**src/rtl/sum_accumulator_pkg.sv**
```systemverilog
// Shared definitions for the frame accumulator: state encoding, default
// geometry and the counter-width helper.
package sum_accumulator_pkg;

  typedef enum logic {
    ST_ACCUM = 1'b0,
    ST_DONE  = 1'b1
  } state_t;

  localparam int DEF_IN_WIDTH  = 2;
  localparam int DEF_ACC_WIDTH = 8;
  localparam int DEF_COUNT     = 4;

  // Beat counter width; a one-beat frame still needs a 1-bit register.
  function automatic int cnt_width(input int count);
    return (count <= 1) ? 1 : $clog2(count);
  endfunction

endpackage

```
**src/rtl/sat_add.sv**
```systemverilog
// Unsigned saturating adder: clamps to all ones when the true sum does not
// fit in ACC_WIDTH bits and flags that it did so.
module sat_add #(
  parameter int ACC_WIDTH = 8
) (
  input  logic [ACC_WIDTH-1:0] acc,
  input  logic [ACC_WIDTH-1:0] operand,
  output logic [ACC_WIDTH-1:0] result,
  output logic                 saturate
);

  logic [ACC_WIDTH:0] full_sum;

  // One extra bit catches the carry that signals overflow.
  always_comb begin
    full_sum = {1'b0, acc} + {1'b0, operand};
    saturate = full_sum[ACC_WIDTH];
    result   = saturate ? '1 : full_sum[ACC_WIDTH-1:0];
  end

endmodule

```
**src/rtl/sum_accumulator.sv**
```systemverilog
// Frame accumulator: sums COUNT accepted input beats with saturation and
// holds each frame total on a valid/ready output until the consumer takes it.
module sum_accumulator
  import sum_accumulator_pkg::*;
#(
  parameter int IN_WIDTH  = DEF_IN_WIDTH,
  parameter int ACC_WIDTH = DEF_ACC_WIDTH,
  parameter int COUNT     = DEF_COUNT
) (
  input  logic                 clock,
  input  logic                 reset,
  input  logic                 clear,
  input  logic                 in_valid,
  output logic                 in_ready,
  input  logic [IN_WIDTH-1:0]  in_sum,
  output logic                 out_valid,
  input  logic                 out_ready,
  output logic [ACC_WIDTH-1:0] out_total,
  output logic                 out_overflow
);

  localparam int CNT_W = cnt_width(COUNT);
  localparam logic [CNT_W-1:0] LAST_CNT = CNT_W'(COUNT - 1);

  state_t               state, state_next;
  logic [ACC_WIDTH-1:0] acc, acc_next;
  logic [CNT_W-1:0]     cnt, cnt_next;
  logic                 ovf, ovf_next;

  logic [ACC_WIDTH-1:0] sum_sat;
  logic                 sat_flag;

  sat_add #(
    .ACC_WIDTH (ACC_WIDTH)
  ) u_sat_add (
    .acc      (acc),
    .operand  (ACC_WIDTH'(in_sum)),
    .result   (sum_sat),
    .saturate (sat_flag)
  );

  // Outputs depend only on registered state and clear, never on in_valid
  // or out_ready.
  always_comb begin
    in_ready     = (state == ST_ACCUM) && !clear;
    out_valid    = (state == ST_DONE);
    out_total    = acc;
    out_overflow = ovf;
  end

  // Next-state logic: clear aborts the frame, otherwise accumulate beats
  // or wait for the output handshake.
  always_comb begin
    // NOTE: every target gets a default first so no path leaves it unassigned
    // and no latch is inferred.
    state_next = state;
    acc_next   = acc;
    cnt_next   = cnt;
    ovf_next   = ovf;

    if (clear) begin
      state_next = ST_ACCUM;
      acc_next   = '0;
      cnt_next   = '0;
      ovf_next   = 1'b0;
    end else begin
      unique case (state)
        ST_ACCUM: begin
          if (in_valid) begin
            acc_next = sum_sat;
            ovf_next = ovf | sat_flag;
            if (cnt == LAST_CNT) begin
              cnt_next   = '0;
              state_next = ST_DONE;
            end else begin
              cnt_next = cnt + 1'b1;
            end
          end
        end
        ST_DONE: begin
          if (out_ready) begin
            acc_next   = '0;
            ovf_next   = 1'b0;
            state_next = ST_ACCUM;
          end
        end
        default: state_next = ST_ACCUM;
      endcase
    end
  end

  // State register with asynchronous clear of everything; a pending total
  // is lost on reset.
  always_ff @(posedge clock or posedge reset) begin
    if (reset) begin
      state <= ST_ACCUM;
      acc   <= '0;
      cnt   <= '0;
      ovf   <= 1'b0;
    end else begin
      // NOTE: non-blocking updates so every register samples the values
      // from before this edge.
      state <= state_next;
      acc   <= acc_next;
      cnt   <= cnt_next;
      ovf   <= ovf_next;
    end
  end

endmodule
```
**config.mk**
```make
export PLATFORM = sky130hd
export DESIGN_NAME = sum_accumulator
export DESIGN_NICKNAME = d
export VERILOG_FILES = /design/src/rtl/sum_accumulator_pkg.sv /design/src/rtl/sat_add.sv /design/src/rtl/sum_accumulator.sv
export SDC_FILE = /design/constraint.sdc
export NUM_CORES = 1
export LEC_CHECK = 0
export CAP_MARGIN = 10
export CORE_AREA = 2 2 51 53
export DETAILED_ROUTE_END_ITERATION = 7
export DIE_AREA = 0 0 53 55
export SYNTH_ARGS = -nofsm -noshare
export SYNTH_HDL_FRONTEND = slang
export SYNTH_SLANG_ARGS = --single-unit
```
**constraint.sdc**
```tcl
create_clock -name clock -period 2.2 [get_ports clock]
set_input_delay 0.44 -clock clock [delete_from_list [all_inputs] [get_ports clock]]
set_output_delay 0.44 -clock clock [all_outputs]
set_load 0.01 [all_outputs]
```
Word level (Yosys, flattened, before mapping)
Cells that the tools add are included.
- bitwise logic cells: 2
- muxes and demuxes: 18
- add/sub/neg operators: 2
- reduce and logical (&&, ||, !) cells: 5
- eq/ne operators: 4
- operator list (cell ; count):
    2-to-1 mux 8 bit ; 4
    one-hot mux 8 bit (2 select lines) ; 1
    adder 8 x 2 -> 9 bit ; 1
    2-to-1 mux 2 bit ; 4
    2-to-1 mux 1 bit ; 7
    inequality test 3 bit (second input constant) ; 2
    one-hot mux 1 bit (2 select lines) ; 2
    AND reduction 2 bit ; 2
    adder 2 x 1 -> 2 bit (second input constant) ; 1
    == test 2 bit (second input constant) ; 1
    inequality test 2 bit (second input constant) ; 1
    nonzero test 2 bit ; 1
    logical AND 1 bit ; 1
    zero test 1 bit ; 1
    inverter 1 bit ; 1
    OR 1 bit ; 1
- logic and storage cells: 35
- input port bits: 7
- register bits: 12
- output and inout bits: 11

Logic depth before layout (Yosys ltp)
- word-level depth: 5
- gate-level depth with buffers: 7
- mapped depth without buffers: 7

By module
From an unflattened synthesis, not the netlist that was laid out.
- cells, all modules: 96
- area total of the unflattened synthesis: 897.1 sq um
- by module, submodules not included (module ; area each (sq um) ; cells each ; times used ; seq. area each (sq um)):
    sum_accumulator ; 509.2 ; 47 ; 1 ; 300.3
    sat_add ; 387.9 ; 49 ; 1 ; 0.0

Worst setup path before layout
Ideal clock, no wire load.
- path type: input to register
- from: in in_sum[0]
- to: reg acc[6], in the netlist out_total[6]
- stages on the path: 7
- data required time: 2.081 ns
- buffers on the path: 0
- slack: 0.253 ns
- library setup time: 0.119 ns
- arrival: 1.827 ns
- cells stage by stage: ha_1 inv_1 fa_1 and4b_1 or3b_1 a21oi_1 nor2_1
- longest elaborated chain between the ends: 5
- RTL lines (element ; line ; text):
    from (decl) ; sum_accumulator.sv:15 ; input logic [IN_WIDTH-1:0] in_sum,
    adder 8 x 2 -> 9 bit ; sat_add.sv:16 ; full_sum = {1'b0, acc} + {1'b0, operand};
    2-to-1 mux 8 bit ; sat_add.sv:18 ; result = saturate ? '1 : full_sum[ACC_WIDTH-1:0];
    2-to-1 mux 8 bit ; sum_accumulator.sv:69 ; if (in_valid) begin
    one-hot mux 8 bit (2 select lines) ; sum_accumulator.sv:67 ; unique case (state)
    2-to-1 mux 8 bit ; sum_accumulator.sv:61 ; if (clear) begin
    to (signal assigned) ; sum_accumulator.sv:104 ; acc <= acc_next;
    to (decl) ; sum_accumulator.sv:26 ; logic [ACC_WIDTH-1:0] acc, acc_next;
No other way between the ends. The select of a mux whose other input is x is not followed.
A chain may end at the register's enable or synchronous reset.

Final worst setup path
Same ends and word-level chain as after synthesis.

==> run_results.csv <==
group,metric,value,unit
clock_tree,insertion_delay,0.27,ns
route,top_layer_used,"met4",
route,dr_wl_met2,769,um
clock_tree,cts_htree_levels,1,
timing,relSlewSlack,66.8,%
timing,fin_skew,0.00222,ns
clock_tree,cts_root_buf,"clkbuf_4",
route,dr_wl_met3,56,um
critical_path,cp-end-kind,"flip-flop",
power,power.total,0.455,mW
route,met1_length,729,um
clock_tree,cts.sinks,12,
synth,ys_seq_area_share,42.3,%
critical_path,crit_path_top_delay_cell,"clkdlybuf4s50_1",
power,intPower,0.336,mW
power,p_comb_share,18.6,%
synth,synth_top_cell_by_area,"dfrtp_1",
clock_tree,cts_buffer_depth,2,
global_route,grt_usage,12.4,%
critical_path,crit_chain,"clkdlybuf4s50_1, ha_2, inv_1, fa_2, and4b_1, or3b_1, a21oi_1, nor2_1",
layout,synthToLayoutAreaGrowth,35.2,%
floorplan,rows,18,
synth,synth_adder_area_share,8.10,%
synth,synth_seq_cells,12,
clock_tree,clk_pin_slew,0.07,ns
timing,hold_slack,0.475,ns
synth,synth.area.mux_share,2.99,%
route,drt_iter0_drc,13,
floorplan,initial_utilization,30.1,%
layout,antennaDiodeCount,0,
synth,synth_flop_cell,"dfrtp_1",
route,vias_per_cell,4.94,
critical_path,cp_data_required_time,2.36,ns
synth,synth-xor-area-share,0,%
timing,fin_ws,0.0735,ns
power,leakage,0.437,nW
floorplan,ioPinCount,18,
timing,max_freq,470,MHz
power,seqPwrFrac,51.5,%
layout,nFillCells,250,
timing,fin_tns_setup,0,ns
power,switching_share,26.3,%
placed_design,place_ws,-0.253,ns
floorplan,die_area,0.00292,mm2
synth,synth_edf_count,0,
route,wirelength,1.57,mm
timing,fin_crit,2.13,ns
synth,synth_top_area_share,42.3,%
floorplan,core,0.00236,mm2
global_route,antenna_found_initial,0,
clock_tree,cts_hold_buf,0,
power,switching_power,0.120,mW
worst_hold_path,hold_path_class,"primary input to async pin",
critical_path,worstPathArrival,2.29,ns
timing,worst_pin_slew,0.497,ns
synth,synthTopCellsByArea,"dfrtp_1 42%, a22o_1 6.2%, ha_1 5.3%, a21o_1 4.2%, nor2_1 3.7%",
route,drtAntennaViolNets,0,
synth,yosys.cell_types.count,28,
power,p_clk_share,29.8,%
route,drt_pass1_iterations,4,
placed_design,io_buffers,17,
global_route,grt_pass1_wl,2.59,mm
critical_path,critPathLaunchType,"primary input",
critical_path,r2r_cells,7,
timing,fin_crit_sh,96.7,%
layout,multiInputGateArea,367,um2
power,p_per_area,474,mW/mm2
placed_design,hpwl,1.14,mm
power,max-vdd-ir-drop,0.227,mV
floorplan,die_w,53,um
outcome,status,"complete, no violations",
synth,avgSynthCellArea,10.0,um2
timing,hold_violations,0,
synth,synth_area,711,um2
synth,yosysWarnings,0,
synth,synthSimpleGateAreaFrac,19.0,%
clock_tree,cts_tree,"done",
clock_tree,numCtsBuffers,3,
critical_path,crit_fanout,3,
job,maxCapViolCount,0,
timing,slew_viol_final,0,
critical_path,crit_type,"primary input to flip-flop",
synth,synth_top_family_by_area,"compound AO/OA/AOI/OAI gates",
timing,rsz0062_at_grt,"yes",
synth,async_flop_share,100,%
synth,synth-compound-area-share,20.8,%
layout,drive_gt1_share,17.0,%
floorplan,fp.dieH,55,um
route,num_vias,612,
global_route,grt_pass1_vias,607,
global_route,grt-ovfl-total,0,
route,drc,0,
layout,regArea,300,um2
synth,synth_commonest_cells,"12 x dfrtp_1, 7 x nor2_1, 5 x a22o_1, 5 x inv_1, 5 x nand2_1",
timing,setup_viol,0,
synth,syn-num-nets,82,
synth,syn_inst,71,
critical_path,cpPeakStageDelay,0.46,ns
synth,synth_most_common_cell,"dfrtp_1",
route,wl_per_cell,12.7,um
layout,layout.nets,107,
placed_design,gp_congestion,0.768,
global_route,grt_max_degree,13,
[cell usage in the layout, fill, tap and decap left out, types with 2 or more instances in the layout]
master,synthesis,final
o21ai_0,4,3
clkdlybuf4s50_1,0,17
nand4_1,3,3
a21o_1,4,4
buf_4,1,6
clkbuf_4,0,3
a22o_1,5,5
nand2_1,5,5
nor2_1,7,7
ha_1,3,2
inv_1,5,5
dfrtp_1,12,12
a21oi_1,4,4
[final cells by class]
class	instances	area share, %
Timing Repair Buffer	23	22.4
Tap cell	30	3.91
Inverter	5	1.95
Sequential cell	12	31.2
Multi-Input combinational cell	51	38.2
Clock buffer	3	2.34
[registers in the layout (all words and copies together), names as in the netlist]
register      count
out_overflow      1
out_valid         1
cnt               2
out_total         8
[final timing paths]
| check | from | endpoint | slack [ns] |
|---|---|---|---|
| setup / recovery | in_sum[0] | out_total[6]$_DFFE_PP0P_ | 0.07 |
| hold / removal | reset | out_overflow$_DFFE_PP0P_ | 0.48 |
| setup reg to reg | out_total[0]$_DFFE_PP0P_ | out_total[6]$_DFFE_PP0P_ | 0.31 |
| hold reg to reg | out_overflow$_DFFE_PP0P_ | out_overflow$_DFFE_PP0P_ | 0.50 |
| max in group asynchronous | reset | out_total[3]$_DFFE_PP0P_ | 1.40 |
| min in group clock | out_overflow$_DFFE_PP0P_ | out_overflow$_DFFE_PP0P_ | 0.50 |
[logic make-up after synthesis]
kind of cell | after synthesis
DFF | 12
buffers and inverters | 8
muxes | 2
and+or+nand+nor | 24
adders and majority gates | 4
AOI/OAI and AO/OA | 21
[per-layer routing]
layer / vias to the layer above / GRT usage, %
li1: 302 / -
met1: 294 / 16.2
met2: 14 / 20.2
met3: 2 / 2.42
met4: 0 / 5.13
met5: - / 0
[power groups by stage]
stage | sequential, mW | clock, mW | combinational, mW
global placement | 0.239 | 0 | 0.0830
finish | 0.235 | 0.136 | 0.0848
detailed placement | 0.239 | 0 | 0.0855
floorplan | 0.240 | 0 | 0.0500
CTS | 0.235 | 0.142 | 0.0862
global route | 0.236 | 0.152 | 0.0971
[repair_timing]
action / 4_1_cts / 5_1_grt
gates resized for setup: 0 / 3
endpoints found under the setup margin: 0 / 8
setup buffers: 0 / 1
[critical path: cells and delay by family]
| kind | cells | cell delay, ns |
|---|---|---|
| adders and majority gates | 2 | 0.50 |
| buffers and inverters | 2 | 0.51 |
| and+or+nand+nor | 3 | 0.70 |
| AOI/OAI and AO/OA | 1 | 0.14 |
[per-stage QoR]
stage / util (%) / cell area [um2] / std cells
floorplan: - / 711 / 71
global placement: 39.2 / 926 / 120
detailed placement: 39.2 / 926 / 120
CTS: 40.1 / 948 / 123
global route: 40.6 / 961 / 124
finish: 40.6 / 961 / 124
Power figures use the tool's default switching activity.
